--- config.mk ---
export PLATFORM = sky130hd
export DESIGN_NAME = dm_access_unit
export DESIGN_NICKNAME = d
export VERILOG_FILES = /design/src/rtl/dm_access_unit.sv
export SDC_FILE = /design/constraint.sdc
export NUM_CORES = 1
export LEC_CHECK = 0
export BUFFER_PORTS_ARGS = -buffer_cell sky130_fd_sc_hd__buf_4
export CAP_MARGIN = 10
export CORE_AREA = 2 2 123 125
export DETAILED_ROUTE_END_ITERATION = 8
export DIE_AREA = 0 0 125 127
export PLACE_DENSITY = 0.75
export SYNTH_ARGS = -nofsm -noshare
export SYNTH_HDL_FRONTEND = slang
export SYNTH_SLANG_ARGS = --single-unit
--- constraint.sdc ---
create_clock -name clk_i -period 4.55 [get_ports clk_i]
set_input_delay 0.455 -clock clk_i [delete_from_list [all_inputs] [get_ports clk_i]]
set_output_delay 0.455 -clock clk_i [all_outputs]
set_load 0.05 [all_outputs]
--- src/rtl/dm_access_unit.sv ---
// rtl/dm_access_unit.sv - RV32I data-memory access unit
// Decodes loads/stores onto a ROM/RAM/IO map with lane alignment, sign extension and faults.
module dm_access_unit #(
  parameter logic [31:0] ROM_BASE     = 32'h0000_0000,
  parameter int          ROM_SIZE_LOG = 12,
  parameter logic [31:0] RAM_BASE     = 32'h1000_0000,
  parameter int          RAM_SIZE_LOG = 16,
  parameter logic [31:0] IO_BASE      = 32'h8000_0000,
  parameter int          IO_CHANNELS  = 4,
  parameter int          IO_CH_LOG    = 8,
  parameter int          IO_TIMEOUT   = 15
) (
  input  logic                    clk_i,
  input  logic                    reset_i,
  input  logic                    req_valid_i,
  output logic                    req_ready_o,
  input  logic                    req_we_i,
  input  logic [31:0]             req_addr_i,
  input  logic [31:0]             req_wdata_i,
  input  logic [1:0]              req_size_i,
  input  logic                    req_signed_i,
  output logic                    rsp_valid_o,
  output logic [31:0]             rsp_rdata_o,
  output logic                    rsp_fault_o,
  output logic [1:0]              rsp_cause_o,
  output logic [ROM_SIZE_LOG-3:0] rom_addr_o,
  input  logic [31:0]             rom_rdata_i,
  output logic [RAM_SIZE_LOG-3:0] ram_addr_o,
  output logic                    ram_we_o,
  output logic [3:0]              ram_be_o,
  output logic [31:0]             ram_wdata_o,
  input  logic [31:0]             ram_rdata_i,
  output logic                    io_valid_o,
  output logic [IO_CHANNELS-1:0]  io_sel_o,
  output logic [IO_CH_LOG-1:0]    io_addr_o,
  output logic                    io_we_o,
  output logic [3:0]              io_be_o,
  output logic [31:0]             io_wdata_o,
  input  logic                    io_ready_i,
  input  logic [31:0]             io_rdata_i
);

  // The IO window always spans 16 channel slots; slots past IO_CHANNELS fault.
  localparam int IO_REG_LOG = IO_CH_LOG + 4;
  localparam int CW         = $clog2(IO_TIMEOUT + 2);

  typedef enum logic [1:0] {IDLE, MEM, IO_WAIT, IO_RESP} state_t;

  state_t state_q, state_d;

  logic                   fault_q, we_q, sgn_q, rom_sel_q;
  logic [1:0]             cause_q, off_q, size_q;
  logic [31:0]            io_rdata_q;
  logic                   io_valid_q, io_we_q;
  logic [IO_CHANNELS-1:0] io_sel_q;
  logic [IO_CH_LOG-1:0]   io_addr_q;
  logic [3:0]             io_be_q;
  logic [31:0]            io_wdata_q;
  logic [CW-1:0]          cnt_q;

  logic       accept, mem_go, io_go, timeout_hit;
  logic       rom_hit, ram_hit, io_hit, ch_ok, misaligned;
  logic       dec_fault;
  logic [1:0] dec_cause, size_eff, off;
  logic [3:0] ch_idx, be_c;
  logic [31:0] wdata_c;

  function automatic logic [31:0] extract(input logic [31:0] d, input logic [1:0] o,
                                          input logic [1:0] sz, input logic sgn);
    logic [31:0] sh;
    sh = d >> {o, 3'b000};
    case (sz)
      2'd0:    extract = {{24{sgn & sh[7]}}, sh[7:0]};
      2'd1:    extract = {{16{sgn & sh[15]}}, sh[15:0]};
      default: extract = d;
    endcase
  endfunction

  assign size_eff   = (req_size_i == 2'd3) ? 2'd2 : req_size_i;
  assign off        = req_addr_i[1:0];
  assign rom_hit    = req_addr_i[31:ROM_SIZE_LOG] == ROM_BASE[31:ROM_SIZE_LOG];
  assign ram_hit    = req_addr_i[31:RAM_SIZE_LOG] == RAM_BASE[31:RAM_SIZE_LOG];
  assign io_hit     = req_addr_i[31:IO_REG_LOG] == IO_BASE[31:IO_REG_LOG];
  assign ch_idx     = req_addr_i[IO_REG_LOG-1:IO_CH_LOG];
  assign ch_ok      = {28'd0, ch_idx} < 32'(IO_CHANNELS);
  assign misaligned = ((size_eff == 2'd1) && off[0]) || ((size_eff == 2'd2) && (off != 2'd0));

  always_comb begin
    dec_fault = 1'b1;
    dec_cause = 2'd2;
    if (misaligned)                 dec_cause = 2'd1;
    else if (rom_hit && req_we_i)   dec_cause = 2'd2;
    else if (rom_hit || ram_hit)    dec_fault = 1'b0;
    else if (io_hit && ch_ok)       dec_fault = 1'b0;
  end

  always_comb begin
    be_c    = 4'b1111;
    wdata_c = req_wdata_i;
    case (size_eff)
      2'd0: begin
        be_c    = 4'b0001 << off;
        wdata_c = {4{req_wdata_i[7:0]}};
      end
      2'd1: begin
        be_c    = 4'b0011 << off;
        wdata_c = {2{req_wdata_i[15:0]}};
      end
      default: ;
    endcase
  end

  assign req_ready_o = (state_q == IDLE) || (state_q == MEM);
  assign accept      = req_valid_i && req_ready_o && !reset_i;
  assign mem_go      = accept && (dec_fault || rom_hit || ram_hit);
  assign io_go       = accept && !mem_go;
  assign timeout_hit = (IO_TIMEOUT != 0) && (cnt_q == CW'(IO_TIMEOUT - 1));

  // Memory ports are driven straight from the request so data returns one cycle later.
  assign rom_addr_o  = req_addr_i[ROM_SIZE_LOG-1:2];
  assign ram_addr_o  = req_addr_i[RAM_SIZE_LOG-1:2];
  assign ram_we_o    = accept && !dec_fault && ram_hit && req_we_i;
  assign ram_be_o    = be_c;
  assign ram_wdata_o = wdata_c;

  assign io_valid_o = io_valid_q;
  assign io_sel_o   = io_sel_q;
  assign io_addr_o  = io_addr_q;
  assign io_we_o    = io_we_q;
  assign io_be_o    = io_be_q;
  assign io_wdata_o = io_wdata_q;

  always_comb begin
    state_d     = state_q;
    rsp_valid_o = 1'b0;
    rsp_fault_o = 1'b0;
    rsp_cause_o = 2'd0;
    rsp_rdata_o = 32'd0;
    case (state_q)
      IDLE, MEM: begin
        if (state_q == MEM) begin
          rsp_valid_o = 1'b1;
          rsp_fault_o = fault_q;
          rsp_cause_o = cause_q;
          if (!fault_q && !we_q)
            rsp_rdata_o = extract(rom_sel_q ? rom_rdata_i : ram_rdata_i, off_q, size_q, sgn_q);
        end
        if (mem_go)     state_d = MEM;
        else if (io_go) state_d = IO_WAIT;
        else            state_d = IDLE;
      end
      IO_WAIT: begin
        if (io_ready_i || timeout_hit) state_d = IO_RESP;
      end
      IO_RESP: begin
        rsp_valid_o = 1'b1;
        rsp_fault_o = fault_q;
        rsp_cause_o = cause_q;
        if (!fault_q && !we_q) rsp_rdata_o = extract(io_rdata_q, off_q, size_q, sgn_q);
        state_d = IDLE;
      end
      default: state_d = IDLE;
    endcase
  end

  always_ff @(posedge clk_i) begin
    if (reset_i) begin
      state_q    <= IDLE;
      fault_q    <= 1'b0;
      cause_q    <= 2'd0;
      we_q       <= 1'b0;
      off_q      <= 2'd0;
      size_q     <= 2'd0;
      sgn_q      <= 1'b0;
      rom_sel_q  <= 1'b0;
      io_rdata_q <= 32'd0;
      io_valid_q <= 1'b0;
      io_sel_q   <= '0;
      io_addr_q  <= '0;
      io_we_q    <= 1'b0;
      io_be_q    <= 4'd0;
      io_wdata_q <= 32'd0;
      cnt_q      <= '0;
    end else begin
      state_q <= state_d;
      if (accept) begin
        fault_q   <= dec_fault;
        cause_q   <= dec_fault ? dec_cause : 2'd0;
        we_q      <= req_we_i;
        off_q     <= off;
        size_q    <= size_eff;
        sgn_q     <= req_signed_i;
        rom_sel_q <= rom_hit;
      end
      if (io_go) begin
        io_valid_q <= 1'b1;
        io_sel_q   <= IO_CHANNELS'(1) << ch_idx;
        io_addr_q  <= req_addr_i[IO_CH_LOG-1:0];
        io_we_q    <= req_we_i;
        io_be_q    <= be_c;
        io_wdata_q <= wdata_c;
        cnt_q      <= '0;
      end else if (state_q == IO_WAIT) begin
        cnt_q <= cnt_q + 1'b1;
        if (io_ready_i) begin
          io_valid_q <= 1'b0;
          io_rdata_q <= io_rdata_i;
        end else if (timeout_hit) begin
          io_valid_q <= 1'b0;
          fault_q    <= 1'b1;
          cause_q    <= 2'd3;
        end
      end
    end
  end

endmodule

==> flow_summary.yaml, run 1 <==
sta:
  finalCritPeriodShare: 0.809
  hold_violations: 0
  post-route-min-period_ps: 3680
  rsz0062_at_grt: "false"
  clock.fmax_mhz: 272
  drv_slew: 0
  skew_ps: 5.33
  tightestPinTransition_ps: 1170
  slew_headroom: 0.220
  fin_setup_tns_ps: 0
  finalSetupViolCount: 0
  holdWs_ps: 303
critical_path:
  path_class: "reg -> out"
  cp.required_ps: 4090
  cp_max_fo: 33
  cp-start-kind: "register"
  cp-end-kind: "output pin"
  cp.arrival_ps: 3230
power_and_ir_drop:
  ir_worst_vdd_mv: 0.199
  power.total_uw: 2240
  leakagePower_uw: 0.00354
  p_per_area_nw_per_um2: 261
floorplanning:
  boundaryPins: 316
  fp.coreArea_um2: 14400
  fp.dieArea_um2: 15900
  initial_utilization: 0.418
  die_x_um: 125
  die_y_um: 127
  rows: 44
logic_synthesis:
  synthTopCellsByCount: "nand2_1 (105), dfxtp_1 (99), nor2_1 (68), mux2i_1 (63), mux2_2 (56)"
  synth_top_area_frac: 0.329
  yosys_most_used_dff: "dfxtp_1"
  yosys_warnings: 0
  synth_nets: 888
  synthCells: 718
  syn-mean-instance-area_um2: 8.40
  ys_top_cells_by_area: "dfxtp_1 (33%), mux2i_1 (10%), mux2_2 (10%), nand2_1 (6.5%), nor2_1 (4.2%)"
  synth_edf_count: 0
  ys_seq_area_frac: 0.329
  yosys.area.top_type: "dfxtp_1"
  synth_most_common_cell: "nand2_1"
  ys_seq_elements: 99
  synthArstFlopShare: 0
  yosysUniqueCellTypes: 61
  synthesis.area_um2: 6030
clocking:
  root_buffer: "clkbuf_16"
  htree_num_levels: 3
  cts-buffers-inserted: 9
  cts_tree: "built"
  clkTransAtPathRegs_ps: 70
  clock-sinks: 99
  clock_latency_ps: 340
  cts_max_path_buffers: 2
  ctsHoldBuffers: 0
  cts.repair.resized: 0
  postCtsSetupBuffers: 0
detailed_routing:
  num_vias: 6413
  dr.first_iter.drc_count: 542
  wirelength_um: 21300
  routedWlPerCell_um: 18.5
  firstDrtPassIters: 6
  vias_per_cell: 5.55
  antenna_left: 0
  drc: 0
hold_path:
  hold_class: "in -> reg"
status:
  status: "finished, final reports clean"
final_layout:
  syn2layout_area_growth_pct: 41.8
  n_fill_cell: 1325
  drive_gt1_frac: 0.416
  final_area_um2: 8550
  finalNetCount: 1136
  final_util: 0.593
grt:
  track_usage: 0.253
  grt_pass1_vias: 6091
  overflow: 0
  grt_pass1_wl_um: 32500
  grt_start_max_net_pins: 101
  antenna_found_initial: 1
placement:
  place_congestion: 0.884
  hpwl_um: 16000
  placed_cell_area_um2: 8230
  io_buffers: 315
run:
  max_cap_viol_count: 0
kinds of logic after synthesis:
family / Yosys count / share of synthesized area
xor gates and xnor gates: 4 / 0.00581
muxes: 120 / 0.213
and+or+nand+nor: 232 / 0.175
buffers and inverters: 95 / 0.0863
DFF: 99 / 0.329
adders and majority gates: 2 / 0.00415
AOI/OAI and AO/OA: 166 / 0.188
area by class of cell:
type                            instances  area (um2)  area share
Inverter                                8        30.0     0.00351
Multi-Input combinational cell        524        3540       0.414
Clock inverter                          5        85.1     0.00995
Clock buffer                           10         239      0.0279
Timing Repair Buffer                  324        2440       0.286
Sequential cell                        99        1980       0.232
Tap cell                              184         230      0.0269
Antenna cell                            1        2.50    0.000293
metrics by stage:
stage	instances	worst slack (ps)
2_1_floorplan	718	1480
3_3_place_gp	1139	1320
3_5_place_dp	1139	1280
4_1_cts	1154	893
5_1_grt	1155	736
6_report	1155	868
critical path: stages, from the launching register on:
cell      delay [ps]
dfxtp_1          310
buf_4            360
mux2_2           410
mux4_2           500
nand4b_1         320
o211ai_2         370
a221o_1          400
buf_4            200
report_power, final:
part           total (uW)  internal (uW)  switching [uW]
Clock                 838            499             339
Combinational         513            210             302
Sequential            886            872            14.0
layer usage:
| metal | global-route usage | wire (um) | up-vias | part of all wire |
|---|---|---|---|---|
| met3 | 0.0599 | 1810 | 25 | 0.085 |
| met1 | 0.321 | 8730 | 3004 | 0.41 |
| met2 | 0.431 | 10400 | 306 | 0.49 |
| met4 | 0.0739 | 408 | 0 | 0.019 |
| met5 | 0 | 0 | - | 0 |
| li1 | - | - | 3078 | - |
placed cells by master, fill, tap and decap left out, types with 3 or more instances in the layout:
cell type,netlist,routed
a21oi_1,50,50
a221o_1,23,23
a222oi_1,7,7
a22oi_1,7,7
and2_1,5,5
buf_4,33,323
clkbuf_16,0,9
dfxtp_1,99,99
inv_1,6,6
mux2_2,56,56
mux2i_1,63,63
nand2_1,105,105
nand2b_1,8,8
nand3_1,6,6
nand4_1,4,4
nand4b_1,3,3
nor2_1,68,68
nor3_1,10,10
nor4_1,3,3
o211ai_1,7,7
o21ai_0,31,31
o22a_1,5,5
o22ai_1,11,11
o31ai_1,5,5
or4_4,3,3
xor2_1,3,3
registers in the layout (all words and copies together) (netlist names), 4 cells and up:
signal      cells
cnt_q           5
io_addr_o       8
io_be_o         4
io_rdata_q     32
io_sel_o        4
io_wdata_o     32
worst paths after layout:
| kind | start | slack [ps] | end | cells past startpoint |
|---|---|---|---|---|
| hold / removal | req_signed_i | 300 | sgn_q$_SDFFE_PP0P_ | 3 |
| setup / recovery | rom_sel_q$_SDFFE_PP0P_ | 870 | rsp_rdata_o[23] | 7 |
| setup reg to reg | state_q[1]$_SDFFE_PP0P_ | 2060 | io_rdata_q[9]$_SDFFE_PP0P_ | 5 |
| hold reg to reg | io_sel_o[1]$_SDFFE_PP0P_ | 450 | io_sel_o[1]$_SDFFE_PP0P_ | 2 |
Power figures use the tool's default switching activity.
==> run 2, diff against run 1 <==
--- a/config.mk
+++ b/config.mk
@@ -7,10 +7,10 @@
 export LEC_CHECK = 0
 export BUFFER_PORTS_ARGS = -buffer_cell sky130_fd_sc_hd__buf_4
 export CAP_MARGIN = 10
-export CORE_AREA = 2 2 123 125
+export CORE_AREA = 2 2 121 123
 export DETAILED_ROUTE_END_ITERATION = 8
-export DIE_AREA = 0 0 125 127
-export PLACE_DENSITY = 0.75
+export DIE_AREA = 0 0 123 125
+export PLACE_DENSITY = 0.77
 export SYNTH_ARGS = -nofsm -noshare
 export SYNTH_HDL_FRONTEND = slang
 export SYNTH_SLANG_ARGS = --single-unit
==> constraint.sdc (replaced) <==
create_clock -name clk_i -period 3.6 [get_ports clk_i]
set_input_delay 0.36 -clock clk_i [delete_from_list [all_inputs] [get_ports clk_i]]
set_output_delay 0.36 -clock clk_i [all_outputs]
set_load 0.05 [all_outputs]
==> run 2 against run 1 <==
Critical endpoint is now rsp_rdata_o[24]; cell count increased by 0.78%; clock skew increased by 0.96 ps; clock power increased by 6.0%; combinational power increased by 28%; non-clock buffer count increased by 10; global-route usage increased by 1.6 points; setup slack got worse by 630 ps; critical path depth decreased by 1; sequential power increased by 25%; wire length decreased by 0.84%; core utilization increased by 1.1 points; first-iteration DRC count increased by 3.9%.
==> flow_summary.yaml, run 2 (synthesized netlist as in run 1, its figures left out) <==
status:
  status: "finished, final reports clean"
critical_path:
  reg2reg_slack_ps: 1260
  crit_cells: 6
  cp_cell_sequence: "mux2_2, mux4_2, nand4b_1, o211ai_2, a221o_1, buf_4"
  path_class: "reg -> out"
  cp-end-kind: "output pin"
  cpLargestDelayFamily: "multiplexers"
  cp.required_ps: 3240
  cp.arrival_ps: 3000
  cp_max_fo: 16
  rr_worst_depth: 5
  cp-start-kind: "register"
  crit_slowest_cell: "mux4_2"
  slowest_delay_ps: 500
  path_buf_inv: 1
final_layout:
  final_area_um2: 8580
  layout_common_cells: "buf_4 (332), nand2_1 (105), dfxtp_1 (99)"
  finalNetCount: 1146
  layoutNonFillerInstCount: 1164
  n_fill_cell: 1281
  final_common_cell: "buf_4"
  multi_input_area_um2: 3540
  seqCellArea_um2: 1980
  n_antenna_cell: 0
  drive_gt1_frac: 0.422
  syn2layout_area_growth_pct: 42.3
power_and_ir_drop:
  leakagePower_uw: 0.00356
  p_per_area_nw_per_um2: 310
  ir_worst_vdd_mv: 0.198
placement:
  hpwl_um: 16100
  place_congestion: 0.908
  io_buffers: 315
  post-place-cells: 1149
  placed_cell_area_um2: 8310
  dp_slack_ps: 651
detailed_routing:
  firstDrtPassIters: 6
  drc: 0
  vias_per_cell: 5.60
  antenna_left: 0
  num_vias: 6513
  wirelength_um: 21200
  dr.first_iter.drc_count: 563
  routedWlPerCell_um: 18.2
sta:
  drv_slew: 0
  slew_headroom: 0.315
  hold_violations: 0
  finalSetupViolCount: 0
  post-route-min-period_ps: 3360
  tightestPinTransition_ps: 1030
  rsz0062_at_grt: "false"
  finalCritPeriodShare: 0.932
  fin_setup_tns_ps: 0
  skew_ps: 6.28
  clock.fmax_mhz: 298
  finalWorstSetupSlack_ps: 243
grt:
  grt_pass1_wl_um: 32800
  overflow: 0
  grt_pass1_vias: 6195
  antenna_found_initial: 0
  grt_start_max_net_pins: 56
  track_usage: 0.269
clocking:
  cts.repair.resized: 0
  ctsHoldBuffers: 0
  postCtsSetupBuffers: 0
  cts_tree: "built"
  cts_max_path_buffers: 2
  cts-buffers-inserted: 9
  root_buffer: "clkbuf_16"
  htree_num_levels: 3
  clock-sinks: 99
  clkTransAtPathRegs_ps: 70
  clock_latency_ps: 350
floorplanning:
  rows: 44
  fp.dieArea_um2: 15400
  initial_utilization: 0.425
  fp.coreArea_um2: 14200
  die_y_um: 125
  die_x_um: 123
  boundaryPins: 316
hold_path:
  hold_class: "in -> reg"
  holdPathStages: 3
run:
  max_cap_viol_count: 0
==> run 2: changes by cell type in the layout (fill, tap and decap cells not counted) <==
cell / change
buf_4: +9
clkinvlp_4: +3
bufinv_16: -2
buf_12: +1
clkbuf_8: -1
clkinv_2: +1
diode_2: -1
inv_8: -1
==> run 2: where the power goes <==
group,switching [uW],internal [uW]
Combinational,389,269
Sequential,8.47,1100
Clock,424,465
==> run 2: worst min-delay path, delay by kind of cell <==
family | cells | cell delay, ps
buffers and inverters | 1 | 80
AOI/OAI and AO/OA | 1 | 60
and+or+nand+nor | 1 | 40
==> run 2: layout make-up <==
class                   count  area share
clock buffers               9      0.0263
clock inverters             6     0.00481
inverters                   8     0.00350
multi-input cells         524       0.412
flip-flops and latches     99       0.231
well taps                 184      0.0268
repair buffers            334       0.295
==> run 2: metrics by stage <==
step | hold WS (ps) | util | power [uW]
floorplan | 437 | - | 1530
global placement | 442 | 0.585 | 1790
detailed placement | 450 | 0.585 | 1790
CTS | 217 | 0.604 | 2670
global route | 249 | 0.604 | 2760
finish | 225 | 0.604 | 2660
==> run 2: final timing paths <==
path / startpoint / to
max reg2reg: state_q[1]$_SDFFE_PP0P_ / io_rdata_q[30]$_SDFFE_PP0P_
min reg2reg: io_sel_o[2]$_SDFFE_PP0P_ / io_sel_o[2]$_SDFFE_PP0P_
max: rom_sel_q$_SDFFE_PP0P_ / rsp_rdata_o[24]
min: req_signed_i / sgn_q$_SDFFE_PP0P_
==> run 2: routing by layer <==
metal  track usage  wire length (um)  vias to the layer above
li1              -                 -                     3092
met4        0.0795               544                        0
met1         0.321              8180                     3060
met3        0.0734              1970                       43
met5             0                 0                        -
met2         0.467             10500                      318
==> run 3, diff against run 2 <==
==> config.mk (replaced) <==
export PLATFORM = sky130hd
export DESIGN_NAME = dm_access_unit
export DESIGN_NICKNAME = d
export VERILOG_FILES = /design/src/rtl/dm_access_unit.sv
export SDC_FILE = /design/constraint.sdc
export NUM_CORES = 1
export LEC_CHECK = 0
export CAP_MARGIN = 10
export CORE_AREA = 2 2 123 125
export DETAILED_ROUTE_END_ITERATION = 8
export DIE_AREA = 0 0 125 127
export DONT_BUFFER_PORTS = 1
export SYNTH_ARGS = -nofsm -noshare
export SYNTH_HDL_FRONTEND = slang
export SYNTH_SLANG_ARGS = --single-unit
==> run 3 against run 2 <==
Critical path depth up 1; clock power up 4.2%; global-route usage down 2.5 points; cell area down 23%; first-iteration DRC count up 4.6%; register-to-register slack worse by 30 ps; via count down 17%; sequential share of layout area up 6.9 points.
==> flow_summary.yaml, run 3 (synthesized netlist as in run 1, its figures left out) <==
critical_path:
  cp_max_fo: 16
  rr_startpoint: "state_q[1]$_SDFFE_PP0P_"
  path_class: "reg -> out"
  crit_slowest_cell: "mux4_2"
  rr_worst_depth: 6
  reg2reg_slack_ps: 1230
  slowest_delay_ps: 500
  cp.arrival_ps: 2940
  cp.required_ps: 3240
  cp_cell_sequence: "mux2_2, mux4_2, nand4b_1, buf_4, o211ai_2, a221o_1, buf_12"
  rr_endpoint: "io_rdata_q[5]$_SDFFE_PP0P_"
  cp-start-kind: "register"
  cp-end-kind: "output pin"
final_layout:
  layout_common_cells: "nand2_1 (105), dfxtp_1 (99), nor2_1 (68)"
  n_fill_cell: 1416
  drive_gt1_frac: 0.195
  finalNetCount: 864
  n_antenna_cell: 0
  final_common_cell: "nand2_1"
  syn2layout_area_growth_pct: 9.63
  final_util: 0.458
grt:
  track_usage: 0.244
  grt_pass1_vias: 5255
  use_met3: 0.0724
  grt_pass1_wl_um: 30500
  met1_usage: 0.315
  overflow: 0
  grt_util_met2: 0.400
  busiest_layer: "met2"
  antenna_found_initial: 0
  grt_start_max_net_pins: 102
sta:
  post-route-min-period_ps: 3300
  holdWs_ps: 76.6
  rsz0062_at_grt: "false"
  finalCritPeriodShare: 0.916
  tightestPinTransition_ps: 1120
  fin_setup_tns_ps: 0
  slew_headroom: 0.248
  skew_ps: 6.86
  finalWorstSetupSlack_ps: 302
  clock.fmax_mhz: 303
  hold_violations: 0
  drv_slew: 0
  finalSetupViolCount: 0
floorplanning:
  fp.coreArea_um2: 14400
  die_x_um: 125
  fp.dieArea_um2: 15900
  boundaryPins: 316
  rows: 44
  die_y_um: 127
  initial_utilization: 0.418
detailed_routing:
  vias_per_cell: 6.15
  wirelength_um: 20300
  drc: 0
  antenna_left: 0
  dr.first_iter.drc_count: 589
  routedWlPerCell_um: 23.0
  firstDrtPassIters: 5
  num_vias: 5434
placement:
  place_congestion: 0.927
  io_buffers: 0
  dp_slack_ps: 699
  hpwl_um: 15900
power_and_ir_drop:
  leakagePower_uw: 0.00221
  ir_worst_vdd_mv: 0.246
  p_per_area_nw_per_um2: 362
run:
  max_cap_viol_count: 0
clocking:
  clock-sinks: 99
  cts_max_path_buffers: 2
  cts_tree: "built"
  cts.repair.resized: 0
  cts-buffers-inserted: 9
  clock_latency_ps: 350
  htree_num_levels: 3
  ctsHoldBuffers: 0
  postCtsSetupBuffers: 0
  clkTransAtPathRegs_ps: 70
  root_buffer: "clkbuf_16"
hold_path:
  holdPathStages: 1
  hp-start: "reset_i"
  hold_class: "in -> reg"
  hold_end: "io_sel_o[1]$_SDFFE_PP0P_"
status:
  status: "finished, final reports clean"
[run 3: metrics by stage]
stage	cell area [um2]	total power, uW	std cells
5_1_grt	6610	2480	883
2_1_floorplan	6030	1530	718
4_1_cts	6610	2410	883
3_3_place_gp	6330	1490	867
3_5_place_dp	6330	1490	867
6_report	6610	2390	883
[run 3: per-layer routing]
layer | routed length (um) | part of all wire
met5 | 0 | 0
met4 | 346 | 0.017
met3 | 1780 | 0.088
met2 | 9720 | 0.48
met1 | 8490 | 0.42
[run 3: cell type report]
type	instances	area (um2)	share of cell area
Clock buffer	9	225	0.0341
Clock inverter	7	58.8	0.00890
Inverter	8	30.0	0.00454
Multi-Input combinational cell	524	3560	0.538
Sequential cell	99	1980	0.300
Tap cell	184	230	0.0348
Timing Repair Buffer	52	528	0.0799
[run 3: power breakdown]
| group | internal [uW] | leakage [uW] | switching (uW) | total (uW) |
|---|---|---|---|---|
| Clock | 481 | 0.000139 | 444 | 925 |
| Sequential | 1100 | 0.000799 | 12.1 | 1110 |
| Combinational | 109 | 0.00127 | 245 | 355 |
[run 3: worst max path at each step]
stage,endpoint,startpoint,cells past startpoint
after floorplan,rsp_rdata_o[7],state_q[0]$_SDFFE_PP0P_,3
after global placement,rsp_rdata_o[31],rom_sel_q$_SDFFE_PP0P_,7
after detailed placement,rsp_rdata_o[31],rom_sel_q$_SDFFE_PP0P_,7
after CTS,rsp_rdata_o[31],rom_sel_q$_SDFFE_PP0P_,7
after global routing,rsp_rdata_o[31],rom_sel_q$_SDFFE_PP0P_,7
final,rsp_rdata_o[21],rom_sel_q$_SDFFE_PP0P_,7
[run 3: worst max-delay path, delay by kind of cell, from the launching register on]
kind / cells / cell delay (ps)
compound gates: 2 / 740
buf+inv: 2 / 350
flops: 1 / 480
mux: 2 / 900
simple gates: 1 / 120
